**src/rtl/ifetch_queue.sv**
```systemverilog
// Instruction-fetch front end: a variable-latency req/ack fetcher filling a small
// prefetch FIFO that presents {instr, PC+4} to the IF/ID boundary.
//
// state | meaning
// IDLE  | no request outstanding (FIFO has no room for another entry)
// WAIT  | request at mem_addr outstanding; its data will be queued
// DROP  | request outstanding but stale after a redirect; its data is discarded
module ifetch_queue #(
  parameter int unsigned DEPTH    = 4,
  parameter logic [31:0] RESET_PC = 32'd0
) (
  input  logic        i_clk,
  input  logic        i_rst,
  input  logic        i_redirect,
  input  logic [31:0] i_redirect_pc,
  input  logic        i_stall,
  output logic        o_mem_req,
  output logic [31:0] o_mem_addr,
  input  logic        i_mem_ack,
  input  logic [31:0] i_mem_rdata,
  output logic        o_out_valid,
  output logic [31:0] o_out_instr,
  output logic [31:0] o_out_pc4
);

  localparam int unsigned   PW   = $clog2(DEPTH);
  localparam int unsigned   CW   = PW + 1;
  localparam logic [CW-1:0] FULL = CW'(DEPTH);

  localparam logic [1:0] S_IDLE = 2'd0;
  localparam logic [1:0] S_WAIT = 2'd1;
  localparam logic [1:0] S_DROP = 2'd2;

  logic [1:0]    r_state;
  logic [1:0]    w_state_nx;
  logic          r_mem_req;
  logic          w_mem_req_nx;
  logic [31:0]   r_mem_addr;
  logic [31:0]   w_mem_addr_nx;
  logic [31:0]   r_fetch_pc;
  logic [31:0]   w_fetch_pc_nx;

  logic [CW-1:0] r_count;
  logic [CW-1:0] w_count_sum;
  logic [PW-1:0] r_rd_ptr;
  logic [PW-1:0] r_wr_ptr;
  logic [31:0]   r_fifo_instr [DEPTH];
  logic [31:0]   r_fifo_pc4   [DEPTH];

  logic          w_out_valid;
  logic          w_pop;
  logic          w_push;
  logic          w_space_next;
  logic [31:0]   w_target;
  logic [31:0]   w_fetch_pc4;

  assign w_target     = {i_redirect_pc[31:2], 2'b00};
  assign w_fetch_pc4  = r_fetch_pc + 32'd4;
  assign w_out_valid  = (r_count != '0);
  assign w_pop        = w_out_valid & ~i_stall & ~i_redirect;
  assign w_push       = (r_state == S_WAIT) & i_mem_ack & ~i_redirect;
  assign w_count_sum  = r_count + {{(CW-1){1'b0}}, w_push} - {{(CW-1){1'b0}}, w_pop};
  assign w_space_next = (w_count_sum < FULL);

  assign o_mem_req   = r_mem_req;
  assign o_mem_addr  = r_mem_addr;
  assign o_out_valid = w_out_valid;
  assign o_out_instr = w_out_valid ? r_fifo_instr[r_rd_ptr] : 32'd0;
  assign o_out_pc4   = w_out_valid ? r_fifo_pc4[r_rd_ptr]   : 32'd0;

  // In WAIT, mem_addr always equals fetch_pc; in DROP, fetch_pc holds the pending target.
  always_comb begin
    w_state_nx    = r_state;
    w_mem_req_nx  = r_mem_req;
    w_mem_addr_nx = r_mem_addr;
    w_fetch_pc_nx = r_fetch_pc;
    case (r_state)
      S_IDLE: begin
        if (i_redirect) begin
          w_fetch_pc_nx = w_target;
          w_mem_addr_nx = w_target;
          w_mem_req_nx  = 1'b1;
          w_state_nx    = S_WAIT;
        end else if (w_space_next) begin
          w_mem_addr_nx = r_fetch_pc;
          w_mem_req_nx  = 1'b1;
          w_state_nx    = S_WAIT;
        end
      end
      S_WAIT: begin
        if (i_mem_ack && i_redirect) begin
          w_fetch_pc_nx = w_target;
          w_mem_addr_nx = w_target;
        end else if (i_mem_ack) begin
          w_fetch_pc_nx = w_fetch_pc4;
          if (w_space_next) begin
            w_mem_addr_nx = w_fetch_pc4;
          end else begin
            w_mem_req_nx = 1'b0;
            w_state_nx   = S_IDLE;
          end
        end else if (i_redirect) begin
          w_fetch_pc_nx = w_target;
          w_state_nx    = S_DROP;
        end
      end
      S_DROP: begin
        if (i_mem_ack) begin
          w_state_nx = S_WAIT;
          if (i_redirect) begin
            w_fetch_pc_nx = w_target;
            w_mem_addr_nx = w_target;
          end else begin
            w_mem_addr_nx = r_fetch_pc;
          end
        end else if (i_redirect) begin
          w_fetch_pc_nx = w_target;
        end
      end
      default: begin
        w_state_nx   = S_IDLE;
        w_mem_req_nx = 1'b0;
      end
    endcase
  end

  always_ff @(posedge i_clk or posedge i_rst) begin
    if (i_rst) begin
      r_state    <= S_IDLE;
      r_mem_req  <= 1'b0;
      r_mem_addr <= RESET_PC;
      r_fetch_pc <= RESET_PC;
    end else begin
      r_state    <= w_state_nx;
      r_mem_req  <= w_mem_req_nx;
      r_mem_addr <= w_mem_addr_nx;
      r_fetch_pc <= w_fetch_pc_nx;
    end
  end

  always_ff @(posedge i_clk or posedge i_rst) begin
    if (i_rst) begin
      r_count  <= '0;
      r_rd_ptr <= '0;
      r_wr_ptr <= '0;
    end else if (i_redirect) begin
      r_count  <= '0;
      r_rd_ptr <= '0;
      r_wr_ptr <= '0;
    end else begin
      r_count <= w_count_sum;
      if (w_pop)
        r_rd_ptr <= r_rd_ptr + 1'b1;
      if (w_push)
        r_wr_ptr <= r_wr_ptr + 1'b1;
    end
  end

  // Entry storage needs no reset: it is only visible while count is non-zero.
  always_ff @(posedge i_clk) begin
    if (w_push) begin
      r_fifo_instr[r_wr_ptr] <= i_mem_rdata;
      r_fifo_pc4[r_wr_ptr]   <= w_fetch_pc4;
    end
  end

  a_no_overflow: assert property (@(posedge i_clk) disable iff (i_rst)
    !(w_push && !w_pop && (r_count == FULL)));

  a_ack_needs_req: assert property (@(posedge i_clk) disable iff (i_rst)
    !(i_mem_ack && !r_mem_req));

endmodule

```
**config.mk**
```make
export PLATFORM = sky130hd
export DESIGN_NAME = ifetch_queue
export DESIGN_NICKNAME = d
export VERILOG_FILES = /design/src/rtl/ifetch_queue.sv
export SDC_FILE = /design/constraint.sdc
export NUM_CORES = 1
export LEC_CHECK = 0
export CAP_MARGIN = 20
export CORE_MARGIN = 5
export CORE_UTILIZATION = 35
export CTS_BUF_LIST = sky130_fd_sc_hd__clkbuf_16
export CTS_CLUSTER_DIAMETER = 30
export DETAILED_ROUTE_END_ITERATION = 6
export PLACE_DENSITY_LB_ADDON = 0.2
export SLEW_MARGIN = 25
export SYNTH_ARGS = -nofsm -noshare
export SYNTH_HDL_FRONTEND = slang
export SYNTH_SLANG_ARGS = --single-unit
```
**constraint.sdc**
```tcl
create_clock -name i_clk -period 9 [get_ports i_clk]
set_input_delay 1.8 -clock i_clk [delete_from_list [all_inputs] [get_ports i_clk]]
set_output_delay 1.8 -clock i_clk [all_outputs]
set_load 0.005 [all_outputs]
```
# ---- Word level (Yosys, flattened, before mapping)
# Memory sizes are Yosys's and may differ from the RTL's.
# Cells that the tools add are included.
dict set report totals {
  ramBits 256
  register_bits 74
  in_bits 69
  elab_cells 78
  mem_count 2
  output_inout_bits 98
}
dict set report op_classes {
  mux 34
  n_eq_ne 11
  n_reduce_logical 11
  n_bitwise 7
  order_cmp 1
  add_sub_neg 5
}
# name depth width rd rd_ports_with_merged_regs wr line
set memory_table {}
lappend memory_table {r_fifo_instr 4 32 1 0 1 47} ;# logic [31:0] r_fifo_instr [DEPTH];
lappend memory_table {r_fifo_pc4 4 32 1 0 1 48} ;# logic [31:0] r_fifo_pc4 [DEPTH];
# op n
set op_table {}
lappend op_table {{32-bit 2-to-1 mux} 11}
lappend op_table {{32-bit case mux with 3 select lines} 1}
lappend op_table {{32-bit case mux with 2 select lines} 1}
lappend op_table {{32-bit by 3-bit adder with 32-bit output (second input constant)} 1}
lappend op_table {{2-bit 2-to-1 mux} 11}
lappend op_table {{5-bit AND reduction} 3}
lappend op_table {{3-bit != test (second input constant)} 3}
lappend op_table {{2-bit != test (second input constant)} 4}
lappend op_table {{1-bit 2-to-1 mux} 7}
lappend op_table {{3-bit by 2-bit != test with 1-bit output (second input constant)} 2}
lappend op_table {{2-bit case mux with 3 select lines} 1}
lappend op_table {{2-bit nonzero test} 3}
lappend op_table {{3-bit nonzero test} 2}
lappend op_table {{2-bit by 1-bit adder with 2-bit output (second input constant)} 2}
lappend op_table {{1-bit bitwise AND} 4}
lappend op_table {{3-bit by 1-bit adder with 3-bit output} 1}
lappend op_table {{3-bit less-than comparator (second input constant)} 1}
lappend op_table {{3-bit 2-to-1 mux} 1}
lappend op_table {{1-bit inverter} 3}
lappend op_table {{1-bit case mux with 3 select lines} 1}
lappend op_table {{3-bit by 1-bit subtractor with 3-bit output} 1}
lappend op_table {{2-bit by 1-bit equality test with 1-bit output (second input constant)} 1}
lappend op_table {{2-bit equality test (second input constant)} 1}
lappend op_table {{2-bit zero test} 1}
lappend op_table {{other kinds (2)} 2}

# ---- Longest topological paths before layout
# Gate-level depths: netlist of run 1.
dict set report depth {
  word_depth 10
  ltp_mapped 17
  ltp_nobuf 13
}

# ---- Least setup slack after synthesis of run 1
# No wires, ideal clock.
dict set report synth_path {
  kind {input to register}
  start {input port i_redirect}
  end {register r_mem_addr[28] (netlist: o_mem_addr[28])}
  path_slack_ns 3.970
  setup_time_ns 0.123
  cell_stages 15
  required_ns 8.877
  n_path_buf 4
  arrival_time_ns 4.907
  path_cell_list {buf_2 buf_2 buf_2 clkbuf_1 nor3_1 ha_1 inv_1 ha_1 inv_1 fa_1 xnor2_1 mux2_2 or2_2 o31a_1 o221a_2}
}
dict set report synth_between {
  elab_chain_len 7
  elab_cells_between_ends 16
  cone_classes {2 x add/sub; 1 x order compare; 3 x eq/ne; 5 x mux; 3 x bitwise; 2 x reduce/logical}
}
# item line
set synth_lines {}
lappend synth_lines {{start, declared} 14} ;# input logic i_redirect,
lappend synth_lines {{1-bit inverter} {60, 61}}
lappend synth_lines {{1-bit bitwise AND} 61} ;# assign w_push = (r_state == S_WAIT) & i_mem_ack & ~i_redirect;
lappend synth_lines {{3-bit by 1-bit adder with 3-bit output} 62} ;# assign w_count_sum = r_count + {{(CW-1){1'b0}}, w_push} - {{(CW-1){1'b0}}, w_pop};
lappend synth_lines {{3-bit by 1-bit subtractor with 3-bit output} 62}
lappend synth_lines {{3-bit less-than comparator} 63} ;# assign w_space_next = (w_count_sum < FULL);
lappend synth_lines {{3-bit by 2-bit != test with 1-bit output (no source line) or 3-bit != test (tied branches)} n/a}
lappend synth_lines {{5-bit AND reduction (no source line)} n/a}
lappend synth_lines {{end signal, assigned} 136} ;# r_mem_addr <= w_mem_addr_nx;
lappend synth_lines {{end, declared} 38} ;# logic [31:0] r_mem_addr;
# Several ways; a longest one is shown, not always the timed one. The select of a mux whose other input is x is not followed.
# A chain may end at the register's enable or synchronous reset.

# ---- Final worst setup path of run 1
dict set report layout_path {
  start {input port i_mem_ack}
  end {register r_mem_addr[23] (netlist: o_mem_addr[23])}
}
dict set report layout_between {
  elab_chain_len 7
  elab_cells_between_ends 13
  cone_classes {2 x add/sub; 1 x order compare; 4 x eq/ne; 2 x mux; 2 x bitwise; 2 x reduce/logical}
}
# item line
set layout_lines {}
lappend layout_lines {{start, declared} 19} ;# input logic i_mem_ack,
lappend layout_lines {{1-bit bitwise AND (2 in a row)} 61}
lappend layout_lines {{3-bit by 1-bit adder with 3-bit output} 62}
lappend layout_lines {{3-bit by 1-bit subtractor with 3-bit output} 62}
lappend layout_lines {{3-bit less-than comparator} 63}
lappend layout_lines {{3-bit by 2-bit != test with 1-bit output (no source line) or 3-bit != test (tied branches)} n/a}
lappend layout_lines {{5-bit AND reduction (no source line)} n/a}
# Several ways; a longest one is shown, not always the timed one.

==> summary.md, run 1 <==
| Metric | Value |
|---|---|
| Commonest non-fill, non-tap cell in the layout | `edfxtp_1` |
| NetSw | `around 2.0 mW` |
| Buffers from clock root to sink, at most | `3` |
| # setup viols final | `0` |
| Vias/cell | `around 5.3` |
| Min-Delay Startpoint | `o_mem_addr[2]` |
| LEAKAGE | `around 6.9 nW` |
| Share of post-route cells with drive strength above 1 | `between 15 and 20%` |
| Number of synthesized flops with an enable pin | `about 260` |
| Most used cells in the layout excluding fill and tap cells | `edfxtp_1 (256), clkdlybuf4s50_1 (163), clkbuf_16 (79)` |
| Arr. time, crit path | `6490 ps` |
| Placed wire-length estimate | `~23000 um` |
| Full die area | `0.0460 mm2` |
| Total Routing Usage GR | `around 17%` |
| CTS Buf Count | `79` |
| Finished Cell Area | `approximately 0.019 mm2` |
| Reg2Reg Setup Slack | `about 4100 ps` |
| Register bit total from synthesis | `330` |
| Critical path launch point type | `input pin` |
| Num ports | `roughly 170` |
| Area growth syn-to-layout | `33.0%` |
| Crit share post-route | `between 60% and 70%` |
| Final Net Count | `between 1000 and 1500` |
| FILL cells | `between 3000 and 4000` |
| Stages on the worst setup path | `15` |
| Syn_nets | `about 1100` |
| Ys async rst share | `between 20% and 30%` |
| Share of total power in sequential cells | `between 30 and 40%` |
| Initial Util | `between 30% and 40%` |
| WS Path Type | `input pin to flip-flop` |
| Worst path buffer plus inverter count | `5` |
| Starting DRC count in detailed routing | `between 700 and 800` |
| Slew Limit Fails | `0` |
| DRC | `0` |
| Total congestion overflow | `0` |
| DR WL/cell | `between 20 and 25 um` |
| TritonCTS clock tree | `done` |
| Hold Path End | `o_mem_addr[2]` |
| Power Density | `roughly 350 mW/mm2` |
| Setup TNS Final | `0 ps` |
| Die H | `approximately 210 um` |
| Max FO, Critical Path | `26` |
| Final hold viol count | `0` |
| Clock root buffer | `clkbuf_16` |
| Remaining antenna violation count | `0` |
| Synth cell types | `70` |
| Synthesized cell area | `0.0146 mm2` |
| Die X | `215 um` |
| WHS Path Cells | `2` |
| CP max stage cell | `and3_1` |
| Largest net degree at the start of global routing | `65` |
| Syn avg cell area | `around 15 um2` |
| YS warnings | `0` |
| Fmax | `166 MHz` |
| VDD IR max | `about 0.14 mV` |
| Skew final | `about 25 ps` |
| Vias | `~9500` |
| CP most frequent cell | `inv_1` |
| Routed WL | `approximately 39000 um` |
| Placer Congestion | `a little over 0.8` |
| Clk Latency, worst-skew pair | `between 500 and 600 ps` |
| Critical Path End Type | `flip-flop` |
| Clock H-tree levels | `3` |
| Post-layout min period | `6010 ps` |
| Slew headroom | `a little over a quarter` |
| Unrepaired setup endpoints after global routing | `no` |
| Diode count | `0` |
| Clock power share | `a little over two fifths` |
| Clk pin slew, worst setup/hold paths | `roughly 50 ps` |
| Post-Synthesis Cells | `992` |
| Reg2Reg Depth | `13` |
| Logic pwr share | `26.1%` |
| Seq/Total Area, Yosys | `65.1%` |
| Setup repair bufs after CTS | `0` |
| Dpl cell area | `roughly 0.017 mm2` |
| Worst-path cell chain | `clkdlybuf4s50_1, buf_4, nand3b_1, nor2_2, inv_1, ha_1, inv_1, ha_1, inv_1, fa_1, xnor2_1, mux2i_1, and3_1, mux2_2, o211a_1` |
| Post_cts resized | `0` |
| CP peak stage delay | `roughly 920 ps` |
| Initial DRT Pass Iterations | `6` |
| # rows | `75` |
| Max-cap violations | `0` |
| Main flop type after synthesis | `edfxtp_1` |
| RR Endpoint | `o_mem_addr[23]` |
| Hold WC Path Type | `flip-flop to flip-flop` |
| Reg-to-reg startpoint | `r_state[0]` |
| Core Area | `roughly 0.042 mm2` |
| Initial antenna violation count | `0` |
| Total internal power | `between 4 and 5 mW` |
| Via count of the first global-routing pass | `around 9900` |
| Clk sinks | `330` |
| CP top delay family | `simple AND/OR/NAND/NOR gates` |
| CTS Hold Bufs | `0` |
| Port bufs | `around 160` |
| Status | `completed` |
| Slew @ Worst Pin | `1110 ps` |
| Worst Path Required | `between 9000 and 10000 ps` |
| First-pass GRT wire length | `between 50000 and 60000 um` |
| Sw Share | `29.5%` |
tightest hold or removal path, cell delays in order, from the launching register on:
cell and delay [ps]:
dfrtp_1 330, nand2_1 50, o31ai_1 60
registers in the layout, indices dropped and copies added (netlist names):
name          flops
o_mem_addr       32
o_mem_req         1
r_rd_ptr          2
r_fifo_pc4      128
r_fifo_instr    128
r_state           2
r_count           3
r_fetch_pc       32
r_wr_ptr          2
logic make-up after synthesis:
family,after synthesis,share of synthesized area (%)
AOI/OAI and AO/OA,173,8.29
xor gates and xnor gates,30,1.85
adders and majority gates,8,0.735
buffers and inverters,95,2.73
DFF,330,65.1
muxes,80,11.0
and+or+nand+nor,276,10.3
worst max path at each step:
stage                     from             end  slack [ps]
floorplan           i_redirect  o_mem_addr[28]        3970
global placement     i_mem_ack  o_mem_addr[23]        2450
detailed placement   i_mem_ack  o_mem_addr[23]        2410
CTS                  i_mem_ack  o_mem_addr[23]        3030
global route         i_mem_ack  o_mem_addr[13]        2770
finish               i_mem_ack  o_mem_addr[23]        2990
per-stage QoR:
step	worst slack, ps	cells	utilization, %	hold WS, ps	power, mW
2_1_floorplan	3970	992	-	463	3.14
3_3_place_gp	2450	1633	40.2	468	3.98
3_5_place_dp	2410	1633	40.2	470	4.00
4_1_cts	3030	1780	46.8	483	6.88
5_1_grt	2770	1780	46.8	513	7.13
6_report	2990	1780	46.8	477	6.78
routing by layer:
metal  wire length (um)  track usage, %  up-vias
met5                  0               0        -
met4                937            6.06        0
met3               2510            4.32       62
met2              17800            25.8      346
met1              17300            22.6     4802
li1                   -               -     4250
synth_stat cells, types with 6 or more instances:
cell type    n  area share (%)
a211oi_1     6            0.31
a21oi_1     26            0.89
a221o_1     16             1.1
a31oi_1      8            0.34
and2_1      72             3.1
and3_1       8            0.34
buf_1        6            0.15
buf_2       19            0.65
clkbuf_1    47             1.2
dfrtp_1     74              13
edfxtp_1   256              52
ha_1         7            0.60
inv_1       19            0.49
mux2i_1     11            0.75
mux4_2      64             9.8
nand2_1     69             1.8
nand3_1     16            0.55
nand4_1     12            0.51
nor2_1      41             1.1
nor2b_1      6            0.26
nor3_1      19            0.65
o21ai_0     47             1.6
o221ai_1     9            0.54
o22ai_1      7            0.30
xnor2_1     19             1.1
xor2_1      10            0.60
power groups by stage:
stage / registers [mW] / clock network, mW / logic [mW]
5_1_grt: 2.21 / 2.98 / 1.94
4_1_cts: 2.18 / 2.89 / 1.81
3_5_place_dp: 2.20 / 0 / 1.80
3_3_place_gp: 2.20 / 0 / 1.78
2_1_floorplan: 2.05 / 0 / 1.09
6_report: 2.18 / 2.83 / 1.77
area by class of cell:
type	instances	area (um2)	share of cell area (%)
clock inverter	68	739	3.80
clock buffer	79	1980	10.1
sequential	330	9540	49.0
inverter	19	72.6	0.372
timing repair buffer	178	1760	9.02
multi-input combinational	567	4720	24.2
tap	539	674	3.46
Note: power is estimated with default switching activity, not from simulation.
==> run 2: changes to the inputs <==
Clock period 9 ns to 4.95 ns, I/O delays scaled along.
==> summary.md, run 2 (synthesis results as in run 1) <==
| Metric | Value |
|---|---|
| Status | `completed` |
| Fmax | `~250 MHz` |
| Crit share post-route | `roughly 80%` |
| Placed wire-length estimate | `24400 um (+7.3%)` |
| Clk Latency, worst-skew pair | `560 ps (-30 ps)` |
| Total internal power | `8.48 mW (+77%)` |
| Critical path launch point type | `flip-flop` |
| Skew final | `23.9 ps (-1.47 ps)` |
| Post_cts resized | `0 (unchanged)` |
| Dpl cell area | `0.0169 mm2 (+0.72%)` |
| Total congestion overflow | `0 (unchanged)` |
| Clock root buffer | `clkbuf_16` |
| Share of post-route cells with drive strength above 1 | `18.7% (+0.29 points)` |
| Finished Cell Area | `0.0194 mm2 (-0.58%)` |
| Max FO, Critical Path | `21 (-19%)` |
| Place WS | `470 ps (-1940 ps)` |
| Area growth syn-to-layout | `32.3%` |
| RR Endpoint | `o_mem_addr[16]` |
| Sw Share | `29.5% (about the same)` |
| Full die area | `0.0460 mm2 (unchanged)` |
| Initial DRT Pass Iterations | `5 (-1)` |
| Vias/cell | `5.28 (-0.67%)` |
| PnR worst setup slack | `969 ps (-2020 ps)` |
| NetSw | `3.55 mW (+77%)` |
| Commonest non-fill, non-tap cell in the layout | `edfxtp_1` |
| Clk sinks | `330 (unchanged)` |
| Die X | `215 um (unchanged)` |
| Reg-to-reg startpoint | `r_state[1]` |
| DRC | `0 (unchanged)` |
| Initial Util | `35.1% (unchanged)` |
| Tot Pwr | `12.0 mW (+77%)` |
| # setup viols final | `0 (unchanged)` |
| Via count of the first global-routing pass | `9758 (-1.1%)` |
| Routed WL | `38600 um (about the same)` |
| Critical Path End Type | `primary output` |
| Reg2Reg Setup Slack | `1190 ps (-2890 ps)` |
| Setup TNS Final | `0 ps (unchanged)` |
| Final core utilization | `46.5% (-0.27 points)` |
| CTS Buf Count | `76 (-3.8%)` |
| Buffers from clock root to sink, at most | `3 (unchanged)` |
| Unrepaired setup endpoints after global routing | `no` |
| Setup repair bufs after CTS | `0 (unchanged)` |
| Reg2Reg Depth | `14 (+1)` |
| Power Density | `621 mW/mm2 (+78%)` |
| Clk pin slew, worst setup/hold paths | `40 ps (about the same)` |
| Logic pwr share | `27.4% (+1.3 points)` |
| FILL cells | `3709 (+0.11%)` |
| Initial antenna violation count | `0 (unchanged)` |
| Placer Congestion | `0.801 (-2.3%)` |
| Max-cap violations | `0 (unchanged)` |
| Final hold slack | `476 ps (-0.610 ps)` |
| Remaining antenna violation count | `0 (unchanged)` |
| Vias | `9407 (-0.56%)` |
| Core Area | `0.0417 mm2 (unchanged)` |
| Hold WC Path Type | `flip-flop to flip-flop` |
| Num ports | `167 (unchanged)` |
| Min-Delay Startpoint | `o_mem_addr[24]` |
| WHS Path Cells | `2 (unchanged)` |
| First-pass GRT wire length | `59800 um (+0.12%)` |
| Largest net degree at the start of global routing | `52 (-20%)` |
| # placed instances | `1644 (+0.67%)` |
| TritonCTS clock tree | `done` |
| Worst Path Required | `3960 ps (-5520 ps)` |
| Final Net Count | `1260 (+0.64%)` |
| Clock power share | `39.8% (-2.0 points)` |
| Clock H-tree levels | `3 (unchanged)` |
| Die H | `215 um (unchanged)` |
| Arr. time, crit path | `2990 ps (-3500 ps)` |
| VDD IR max | `0.240 mV (+75%)` |
| Port bufs | `164 (unchanged)` |
| LEAKAGE | `6.86 nW (-0.50%)` |
| Hold Path End | `o_mem_addr[24]` |
| WS Path Type | `flip-flop to primary output` |
| Share of total power in sequential cells | `32.8% (+0.6 points)` |
| Post-layout min period | `roughly 4000 ps` |
| Most used cells in the layout excluding fill and tap cells | `edfxtp_1 (256), clkdlybuf4s50_1 (163), clkbuf_16 (79)` |
| # rows | `75 (unchanged)` |
| Total Routing Usage GR | `16.6% (+0.076 points)` |
| Final hold viol count | `0 (unchanged)` |
| Slew Limit Fails | `0 (unchanged)` |
| CTS Hold Bufs | `0 (unchanged)` |
| Non-Filler Instances | `1782 (+0.11%)` |
| DR WL/cell | `21.7 um (about the same)` |
| Slew headroom | `26.6% (+0.48 points)` |
| Diode count | `0 (unchanged)` |
| Starting DRC count in detailed routing | `736 (-3.4%)` |
| Slew @ Worst Pin | `1100 ps (-7.16 ps)` |
| Largest registers | `r_fifo_instr: 128 flops, r_fifo_pc4: 128 flops` |
## run 2: layout make-up
| type | instances | area, um2 | share of cell area, % |
|---|---|---|---|
| well taps | 539 | 674 | 3.48 |
| inverters | 19 | 72.6 | 0.375 |
| multi-input cells | 567 | 4720 | 24.4 |
| flip-flops and latches | 330 | 9540 | 49.3 |
| clock inverters | 59 | 509 | 2.63 |
| repair buffers | 189 | 1870 | 9.68 |
| clock buffers | 79 | 1980 | 10.2 |
## run 2: layer usage
layer	track usage [%]	vias up	part of all wire [%]
met4	4.77	0	1.8
met2	26.7	308	48
li1	-	4272	-
met3	4.35	59	6.2
met5	0	-	0
met1	22.6	4768	44
## run 2: worst max-delay path by stage
stage / slack, ps / from / to / cells past startpoint
2_1_floorplan: 730 / i_redirect / o_mem_addr[28] / 15
3_3_place_gp: 490 / i_mem_ack / o_mem_addr[28] / 14
3_5_place_dp: 470 / i_mem_ack / o_mem_addr[16] / 15
4_1_cts: 870 / r_rd_ptr[0] / o_out_pc4[19] / 4
5_1_grt: 780 / r_rd_ptr[0] / o_out_pc4[17] / 4
6_report: 970 / r_rd_ptr[0] / o_out_pc4[19] / 4
## run 2: power groups by stage
stage	Sequential (mW)	Combinational, mW	Clock, mW
5_1_grt	4.00	3.61	5.06
3_5_place_dp	3.99	3.35	0
4_1_cts	3.95	3.37	4.89
6_report	3.95	3.29	4.78
2_1_floorplan	3.73	1.99	0
3_3_place_gp	3.99	3.31	0
## run 2: critical path, stage by stage (launching register included)
cell and delay, ps:
dfrtp_4 690, buf_4 500, mux4_2 550, and2_1 160, clkdlybuf4s50_1 510
